--- src/rtl/sub_seq_pkg.sv ---
// Shared constants, FSM encoding and helpers for sub_nibble_seq.
// Optional signed overflow flag: define SUB_NIBBLE_SEQ_OVF_EN.
package sub_seq_pkg;

  localparam int NIBBLE_W = 4;

  localparam logic [1:0] IDLE = 2'd0;
  localparam logic [1:0] RUN  = 2'd1;
  localparam logic [1:0] DONE = 2'd2;

  function automatic int clog2(input int n);
    int r;
    r = 0;
    while ((1 << r) < n) r++;
    return r;
  endfunction

endpackage

--- src/rtl/sub_nibble_seq_if.sv ---
// Request/result bundle between a requester and sub_nibble_seq.
// Optional signed overflow flag: define SUB_NIBBLE_SEQ_OVF_EN.
interface sub_nibble_seq_if #(
  parameter int W = 16
);

  logic         start;
  logic [W-1:0] a;
  logic [W-1:0] b;
  logic         busy;
  logic         done;
  logic [W-1:0] res;
  logic         cout;
  logic         ovf;

  modport master (
    output start, a, b,
    input  busy, done, res, cout, ovf
  );

  modport slave (
    input  start, a, b,
    output busy, done, res, cout, ovf
  );

endinterface

--- src/rtl/sub_2s_comp_cin.sv ---
// Combinational 4-bit slice: {cout, d4} = a4 + ~b4 + cin.
// Optional signed overflow flag: define SUB_NIBBLE_SEQ_OVF_EN.
module sub_2s_comp_cin
  import sub_seq_pkg::*;
(
  input  logic [NIBBLE_W-1:0] a4,
  input  logic [NIBBLE_W-1:0] b4,
  input  logic                cin,
  output logic [NIBBLE_W-1:0] d4,
  output logic                cout
);

  always_comb begin
    {cout, d4} = {1'b0, a4}
               + {1'b0, ~b4}
               + {{NIBBLE_W{1'b0}}, cin};
  end

endmodule

--- src/rtl/sub_nibble_seq.sv ---
// Sequenced wide subtractor: one nibble per clock through a shared slice.
// Optional signed overflow flag: define SUB_NIBBLE_SEQ_OVF_EN.
module sub_nibble_seq
  import sub_seq_pkg::*;
#(
  parameter int NIBBLES = 4
) (
  input  logic           clk,
  input  logic           rst_n,
  sub_nibble_seq_if.slave bus
);

  localparam int W  = NIBBLE_W * NIBBLES;
  localparam int IW = (clog2(NIBBLES) < 1) ? 1
                    : clog2(NIBBLES);

  logic [1:0]          state;
  logic [W-1:0]        a_r;
  logic [W-1:0]        b_r;
  logic [W-1:0]        acc;
  logic [W-1:0]        res_r;
  logic [IW-1:0]       idx;
  logic                carry;
  logic                done_r;
  logic                cout_r;
  logic                ovf_r;

  logic [W-1:0]        a_sh;
  logic [W-1:0]        b_sh;
  logic [NIBBLE_W-1:0] a_n;
  logic [NIBBLE_W-1:0] b_n;
  logic [NIBBLE_W-1:0] d_n;
  logic                c_n;
  logic [W-1:0]        acc_nx;
  logic                last;
  logic                ovf_nx;

  always_comb begin
    a_sh   = a_r >> {idx, 2'b00};
    b_sh   = b_r >> {idx, 2'b00};
    a_n    = a_sh[NIBBLE_W-1:0];
    b_n    = b_sh[NIBBLE_W-1:0];
    acc_nx = acc | (W'(d_n) << {idx, 2'b00});
    last   = (idx == IW'(NIBBLES - 1));
  end

  sub_2s_comp_cin u_slice (
    .a4   (a_n),
    .b4   (b_n),
    .cin  (carry),
    .d4   (d_n),
    .cout (c_n)
  );

`ifdef SUB_NIBBLE_SEQ_OVF_EN
  logic [NIBBLE_W-1:0] low3;

  // Carry into the slice MSB: only meaningful on the top nibble
  always_comb begin
    low3   = {1'b0, a_n[2:0]}
           + {1'b0, ~b_n[2:0]}
           + {3'b000, carry};
    ovf_nx = low3[3] ^ c_n;
  end
`else
  assign ovf_nx = 1'b0;
`endif

  always_ff @(posedge clk) begin
    if (!rst_n) begin
      state  <= IDLE;
      a_r    <= '0;
      b_r    <= '0;
      acc    <= '0;
      res_r  <= '0;
      idx    <= '0;
      carry  <= 1'b1;
      done_r <= 1'b0;
      cout_r <= 1'b0;
      ovf_r  <= 1'b0;
    end else begin
      done_r <= 1'b0;
      unique case (1'b1)
        (state == IDLE),
        (state == DONE): begin
          if (bus.start) begin
            a_r   <= bus.a;
            b_r   <= bus.b;
            acc   <= '0;
            idx   <= '0;
            carry <= 1'b1;
            state <= RUN;
          end else begin
            state <= IDLE;
          end
        end
        (state == RUN): begin
          acc   <= acc_nx;
          carry <= c_n;
          if (last) begin
            idx    <= '0;
            res_r  <= acc_nx;
            cout_r <= c_n;
            ovf_r  <= ovf_nx;
            done_r <= 1'b1;
            state  <= DONE;
          end else begin
            idx <= idx + 1'b1;
          end
        end
        default: state <= IDLE;
      endcase
    end
  end

  assign bus.busy = (state == RUN);
  assign bus.done = done_r;
  assign bus.res  = res_r;
  assign bus.cout = cout_r;
  assign bus.ovf  = ovf_r;

endmodule
--- src/flat_wrapper.sv ---
// flat-port wrapper written by rule: the top's interface ports become plain ports
module sub_nibble_seq_flat import sub_seq_pkg::*;
#(
  parameter int NIBBLES = 4
)
  (clk, rst_n, bus_start, bus_a, bus_b, bus_busy, bus_done, bus_res, bus_cout, bus_ovf);
  sub_nibble_seq_if bus_i ();
  input  logic clk;
  input  logic rst_n;
  input wire logic [$bits(bus_i.start)-1:0] bus_start;
  input wire logic [$bits(bus_i.a)-1:0] bus_a;
  input wire logic [$bits(bus_i.b)-1:0] bus_b;
  output wire logic [$bits(bus_i.busy)-1:0] bus_busy;
  output wire logic [$bits(bus_i.done)-1:0] bus_done;
  output wire logic [$bits(bus_i.res)-1:0] bus_res;
  output wire logic [$bits(bus_i.cout)-1:0] bus_cout;
  output wire logic [$bits(bus_i.ovf)-1:0] bus_ovf;
  assign bus_i.start = bus_start;
  assign bus_i.a = bus_a;
  assign bus_i.b = bus_b;
  assign bus_busy = bus_i.busy;
  assign bus_done = bus_i.done;
  assign bus_res = bus_i.res;
  assign bus_cout = bus_i.cout;
  assign bus_ovf = bus_i.ovf;
  sub_nibble_seq #(.NIBBLES(NIBBLES)) u_core (.clk(clk), .rst_n(rst_n), .bus(bus_i));
endmodule
--- config.mk ---
export PLATFORM = sky130hd
export DESIGN_NAME = sub_nibble_seq_flat
export DESIGN_NICKNAME = d
export VERILOG_FILES = /design/src/rtl/sub_seq_pkg.sv /design/src/rtl/sub_nibble_seq_if.sv /design/src/rtl/sub_2s_comp_cin.sv /design/src/rtl/sub_nibble_seq.sv /design/src/flat_wrapper.sv
export SDC_FILE = /design/constraint.sdc
export NUM_CORES = 1
export LEC_CHECK = 0
export CAP_MARGIN = 20
export CORE_ASPECT_RATIO = 1.1
export CORE_UTILIZATION = 49
export CTS_BUF_LIST = sky130_fd_sc_hd__clkbuf_8
export CTS_CLUSTER_DIAMETER = 50
export CTS_CLUSTER_SIZE = 14
export DETAILED_ROUTE_END_ITERATION = 16
export HOLD_SLACK_MARGIN = 0.05
export PLACE_DENSITY = 0.78
export SKIP_CTS_REPAIR_TIMING = 1
export SLEW_MARGIN = 20
export SYNTH_ARGS = -nofsm -noshare
export SYNTH_HDL_FRONTEND = slang
export SYNTH_HIERARCHICAL = 1
export SYNTH_SLANG_ARGS = --single-unit
export TNS_END_PERCENT = 1
--- constraint.sdc ---
create_clock -name clk -period 2.4 [get_ports clk]
set_input_delay 0.24 -clock clk [delete_from_list [all_inputs] [get_ports clk]]
set_output_delay 0.24 -clock clk [all_outputs]
set_load 0.02 [all_outputs]
After elaboration in Yosys (flattened, before gate mapping)
Index checks and enable logic that the tools add are counted.

word-level totals
  flip-flop bits (word level) = 71
  input bits = 35
  output and inout port bits = 20

cells by class
  add/sub/neg operators = 3
  equal/unequal tests = 5
  shift operators = 3
  muxes and demuxes = 11
  bitwise logic cells = 2
  reduce and logical (&&, ||, !) cells = 7

operator list
  kind                                                    number
  one-hot mux 16 bit (2 select lines)                     1
  >> shifter 16 x 4 -> 4 bit                              2
  2-to-1 mux 16 bit                                       1
  OR 16 bit                                               1
  << shifter 4 x 4 -> 16 bit                              1
  one-hot mux 2 bit (2 select lines)                      2
  AND reduction 2 bit                                     4
  2-to-1 mux 2 bit                                        3
  adder 4 x 4 -> 5 bit                                    1
  adder 5 x 1 -> 5 bit                                    1
  equality test 2 bit (second input constant)             2
  inverter 4 bit                                          1
  2-to-1 mux 1 bit                                        3
  adder 2 x 1 -> 2 bit (second input constant)            1
  equality test 2 x 1 -> 1 bit (second input constant)    1
  logical NOT 2 bit                                       1
  inequality test 2 x 1 -> 1 bit (second input constant)  1
  inequality test 2 bit (second input constant)           1
  one-hot mux 1 bit (2 select lines)                      1
  nonzero test 2 bit                                      1
  OR reduction 2 bit                                      1

Longest topological paths before layout
  depth in word-level cells = 7
  gate-level depth with buffers = 10

Hierarchy
Netlist, hierarchy kept.

by module, submodules not included
  module           instances  cells an instance  area an instance (um^2)  seq. area each (um^2)
  sub_nibble_seq   1          313                2987.9                   1421.4
  sub_2s_comp_cin  1          19                 152.6                    0.0

Worst setup path before layout
OpenSTA, ideal clock, no wires.

  path type = register to register
  from = reg u_core.idx[1]
  to = reg u_core.acc[13]
  setup time = 0.114 ns
  arrival time = 2.448 ns
  required time = 2.286 ns
  slack = -0.161 ns
  stages on the path, launching flop included = 9
  period minus slack after synthesis = 2.561 ns
  cells stage by stage = dfxtp_1 > buf_2 > mux4_2 > fa_1 > inv_1 > fa_1 > and3b_1 > a21oi_1 > nor2_1

between the ends
  longest elaborated chain between the ends = 7

RTL lines
  item                                 line                   text
  start: declaration                   sub_nibble_seq.sv:22   logic [IW-1:0] idx;
  start signal: assignment             sub_nibble_seq.sv:108  idx <= idx + 1'b1;
  >> shifter 16 x 4 -> 4 bit           sub_nibble_seq.sv:40   b_sh = b_r >> {idx, 2'b00};
  net u_core.b_sh[0]                   sub_nibble_seq.sv:29   logic [W-1:0] b_sh;
  inverter 4 bit                       sub_2s_comp_cin.sv:15  + {1'b0, ~b4}
  adder 4 x 4 -> 5 bit                 sub_2s_comp_cin.sv:15
  adder 5 x 1 -> 5 bit                 sub_2s_comp_cin.sv:16  + {{NIBBLE_W{1'b0}}, cin};
  net u_core.d_n[1]                    sub_nibble_seq.sv:32   logic [NIBBLE_W-1:0] d_n;
  << shifter 4 x 4 -> 16 bit           sub_nibble_seq.sv:43   acc_nx = acc | (W'(d_n) << {idx, 2'b00});
  OR 16 bit                            sub_nibble_seq.sv:43
  one-hot mux 16 bit (2 select lines)  sub_nibble_seq.sv:83   unique case (1'b1)
  end signal: assignment               sub_nibble_seq.sv:98   acc <= acc_nx;
  end: declaration                     sub_nibble_seq.sv:20   logic [W-1:0] acc;

The timed path passes the listed nets, and every way through them passes these cells.
A chain may end at the register's enable or synchronous reset.

Worst setup path after layout
Same ends and word-level chain as after synthesis.

==> reports/qor.yml <==
status:
  outcome: "completed"
layout:
  layout_common_cells: "dfxtp_1 (69), nand2_1 (67), clkdlybuf4s50_1 (53)"
  fin_nets: 427
  utilization: 0.646
  layout-drive-gt1-share: 0.169
  final_common_cell: "dfxtp_1"
  diodes: 0
  syn2layout_area_growth_pct: 27.4
timing:
  worstMarginPinSlew_ns: 0.574
  clock_skew_ns: 0.00712
  min_period_over_period: 0.981
  fin_ws_ns: 0.0449
  whs_ns: 0.432
  setup_viol: 0
  maxSlewHeadroom: 0.617
  slew_viol_final: 0
  hold_violations: 0
  timing.final.crit_period_ns: 2.36
  fmax_mhz: 425
yosys:
  netlist.area_leader.share: 0.453
  synth_edf_count: 0
  syn_inst: 332
  ys_ff_latch: 71
  yosysWarnings: 6
  ys_top_cells_by_area: "dfxtp_1 (45%), nand2_1 (8.0%), a21boi_1 (6.9%)"
  async_reset_ff_frac: 0
  synth_fp_nets: 373
  synth_top_area_cell: "dfxtp_1"
  synth_area_sq_mm: 0.00314
  yosysSeqAreaShare: 0.453
  yosysUniqueCellTypes: 35
  avgSynthCellArea_sq_um: 9.46
  synth_flop_cell: "dfxtp_1"
pwr:
  switchingPower_w: 0.000681
  peakVddDrop_mv: 0.387
  power.leakage_nw: 1.51
  swShare: 0.248
  power.share.combinational: 0.150
  clkPwrFrac: 0.394
  powerDensity_mw_per_mm2: 687
  seqPwrFrac: 0.455
  p_int_w: 0.00207
placement:
  gp_congestion: 0.858
  hpwl_um: 4440
  dp_worst_setup_slack_ns: -0.0979
  port_buffers: 53
die:
  initial_core_util: 0.507
  ios: 55
  chipHeight_um: 86.0
  die_x_um: 78.3
  core_area_sq_mm: 0.00619
  die_area_sq_mm: 0.00673
  rows: 30
worst_setup_path:
  worstPathMaxFanout: 5
  max_stage_delay_ns: 0.51
  critPathKind: "reg -> reg"
  path_common_cell: "fa_2"
  end_kind: "register"
  cp_data_required_time_ns: 2.64
  critPathLaunchType: "register"
  crit_chain: "mux4_2 > fa_2 > inv_2 > fa_2 > and3b_2 > a21oi_1 > nor2_1"
  slowest_stage: "mux4_2"
  worstPathArrival_ns: 2.60
global_routing:
  grt_usage: 0.208
  antenna_found_initial: 0
  grt_pass1_wl_um: 10600
  gr-total-overflow: 0
  grt_pass1_vias: 2244
  grt_max_degree: 60
routing:
  wl_per_cell_um: 13.6
  drc: 0
  first_pass_iters: 6
  ant_nets: 0
  drt_iter0_drc: 187
  vias_per_cell: 5.17
  drt-total-wl_um: 6400
  num_vias: 2435
min_path:
  hold_class: "in -> reg"
clock_tree:
  cts_tree: "yes"
  htreeDepth: 3
  clkTransAtPathRegs_ns: 0.07
  clkLatencyLatePin_ns: 0.35
  cts_buffers: 9
  root_buffer: "clkbuf_8"
  cts_buffer_depth: 2
  cts_sinks: 71
job:
  max-cap-violations: 0
==> flip-flops by register name, summed over array words and instances, names as in the netlist <==
| register | flops |
|---|---|
| u_core/bus.cout | 1 |
| u_core/acc | 16 |
| u_core/a_r | 16 |
| u_core/bus.res | 16 |
| u_core/state | 2 |
| u_core/bus.done | 1 |
| u_core/b_r | 16 |
| u_core/carry | 1 |
| u_core/idx | 2 |
==> cell families after synthesis <==
group                      share of synthesized area
and+or+nand+nor                                0.229
AOI/OAI and AO/OA                              0.154
xor gates and xnor gates                     0.00558
other                                        0.00119
muxes                                         0.0574
DFF                                            0.453
adders and majority gates                     0.0287
buffers and inverters                         0.0717
==> worst paths after layout <==
check                              startpoint              to  slack, ns  cells after the start
worst min-delay path                bus_b[11]  u_core/b_r[11]       0.43                      3
worst max-delay path            u_core/idx[1]  u_core/acc[13]       0.04                      7
worst max register to register  u_core/idx[1]  u_core/acc[13]       0.04                      7
worst min register to register  u_core/a_r[0]   u_core/a_r[0]       0.46                      2
==> per-layer routing <==
layer,global-route usage,part of all wire
met5,0,0
met4,0.0976,0.023
met1,0.252,0.44
met3,0.0532,0.033
met2,0.345,0.50
==> critical path, delay by kind of cell (launching register included) <==
family	cells	cell delay [ns]
AOI/OAI and AO/OA	1	0.16
adders and majority gates	2	0.85
buffers and inverters	1	0.07
DFF	1	0.34
muxes	1	0.51
and+or+nand+nor	2	0.32
==> area by class of cell <==
class                           instances  area, sq um
Clock buffer                           11          151
Clock inverter                          5         78.8
Fill cell                             521         2190
Inverter                                8         30.0
Multi-Input combinational cell        228         1550
Sequential cell                        71         1430
Tap cell                               80          100
Timing Repair Buffer                   68          668
==> stage by stage <==
| stage | setup TNS (ns) | area [sq um] | std cells | total power, W |
|---|---|---|---|---|
| global placement | -0.0757 | 3710 | 452 | 0.00165 |
| finish | 0 | 4000 | 471 | 0.00275 |
| floorplan | -0.143 | 3160 | 332 | 0.00153 |
| CTS | -1.06 | 3940 | 468 | 0.00274 |
| global route | -0.0162 | 4000 | 471 | 0.00286 |
| detailed placement | -0.670 | 3710 | 452 | 0.00166 |
==> synth_stat cells, types with 2 or more instances <==
cell and number:
a211oi_1 16, buf_2 6, and2_1 3, inv_1 8
nor3b_2 8, a21boi_1 29, a21o_1 2, a21boi_0 3
nand3_1 4, a21oi_1 17, nor2b_1 2, clkbuf_1 3
buf_6 9, xor2_1 2, fa_1 2, and3b_1 5
nand2_1 67, o21ai_0 2, buf_4 7, ha_1 4
mux4_2 8, nor2_1 33, nand2b_1 2, nor3b_1 9
dfxtp_1 71
==> power groups by stage <==
stage               registers, W  clock network (W)  logic, W
floorplan                0.00127                  0  0.000266
global placement         0.00128                  0  0.000368
detailed placement       0.00128                  0  0.000377
CTS                      0.00125            0.00110  0.000382
global route             0.00126            0.00115  0.000447
finish                   0.00125            0.00108  0.000412
Note: power is estimated with default switching activity, not from simulation.
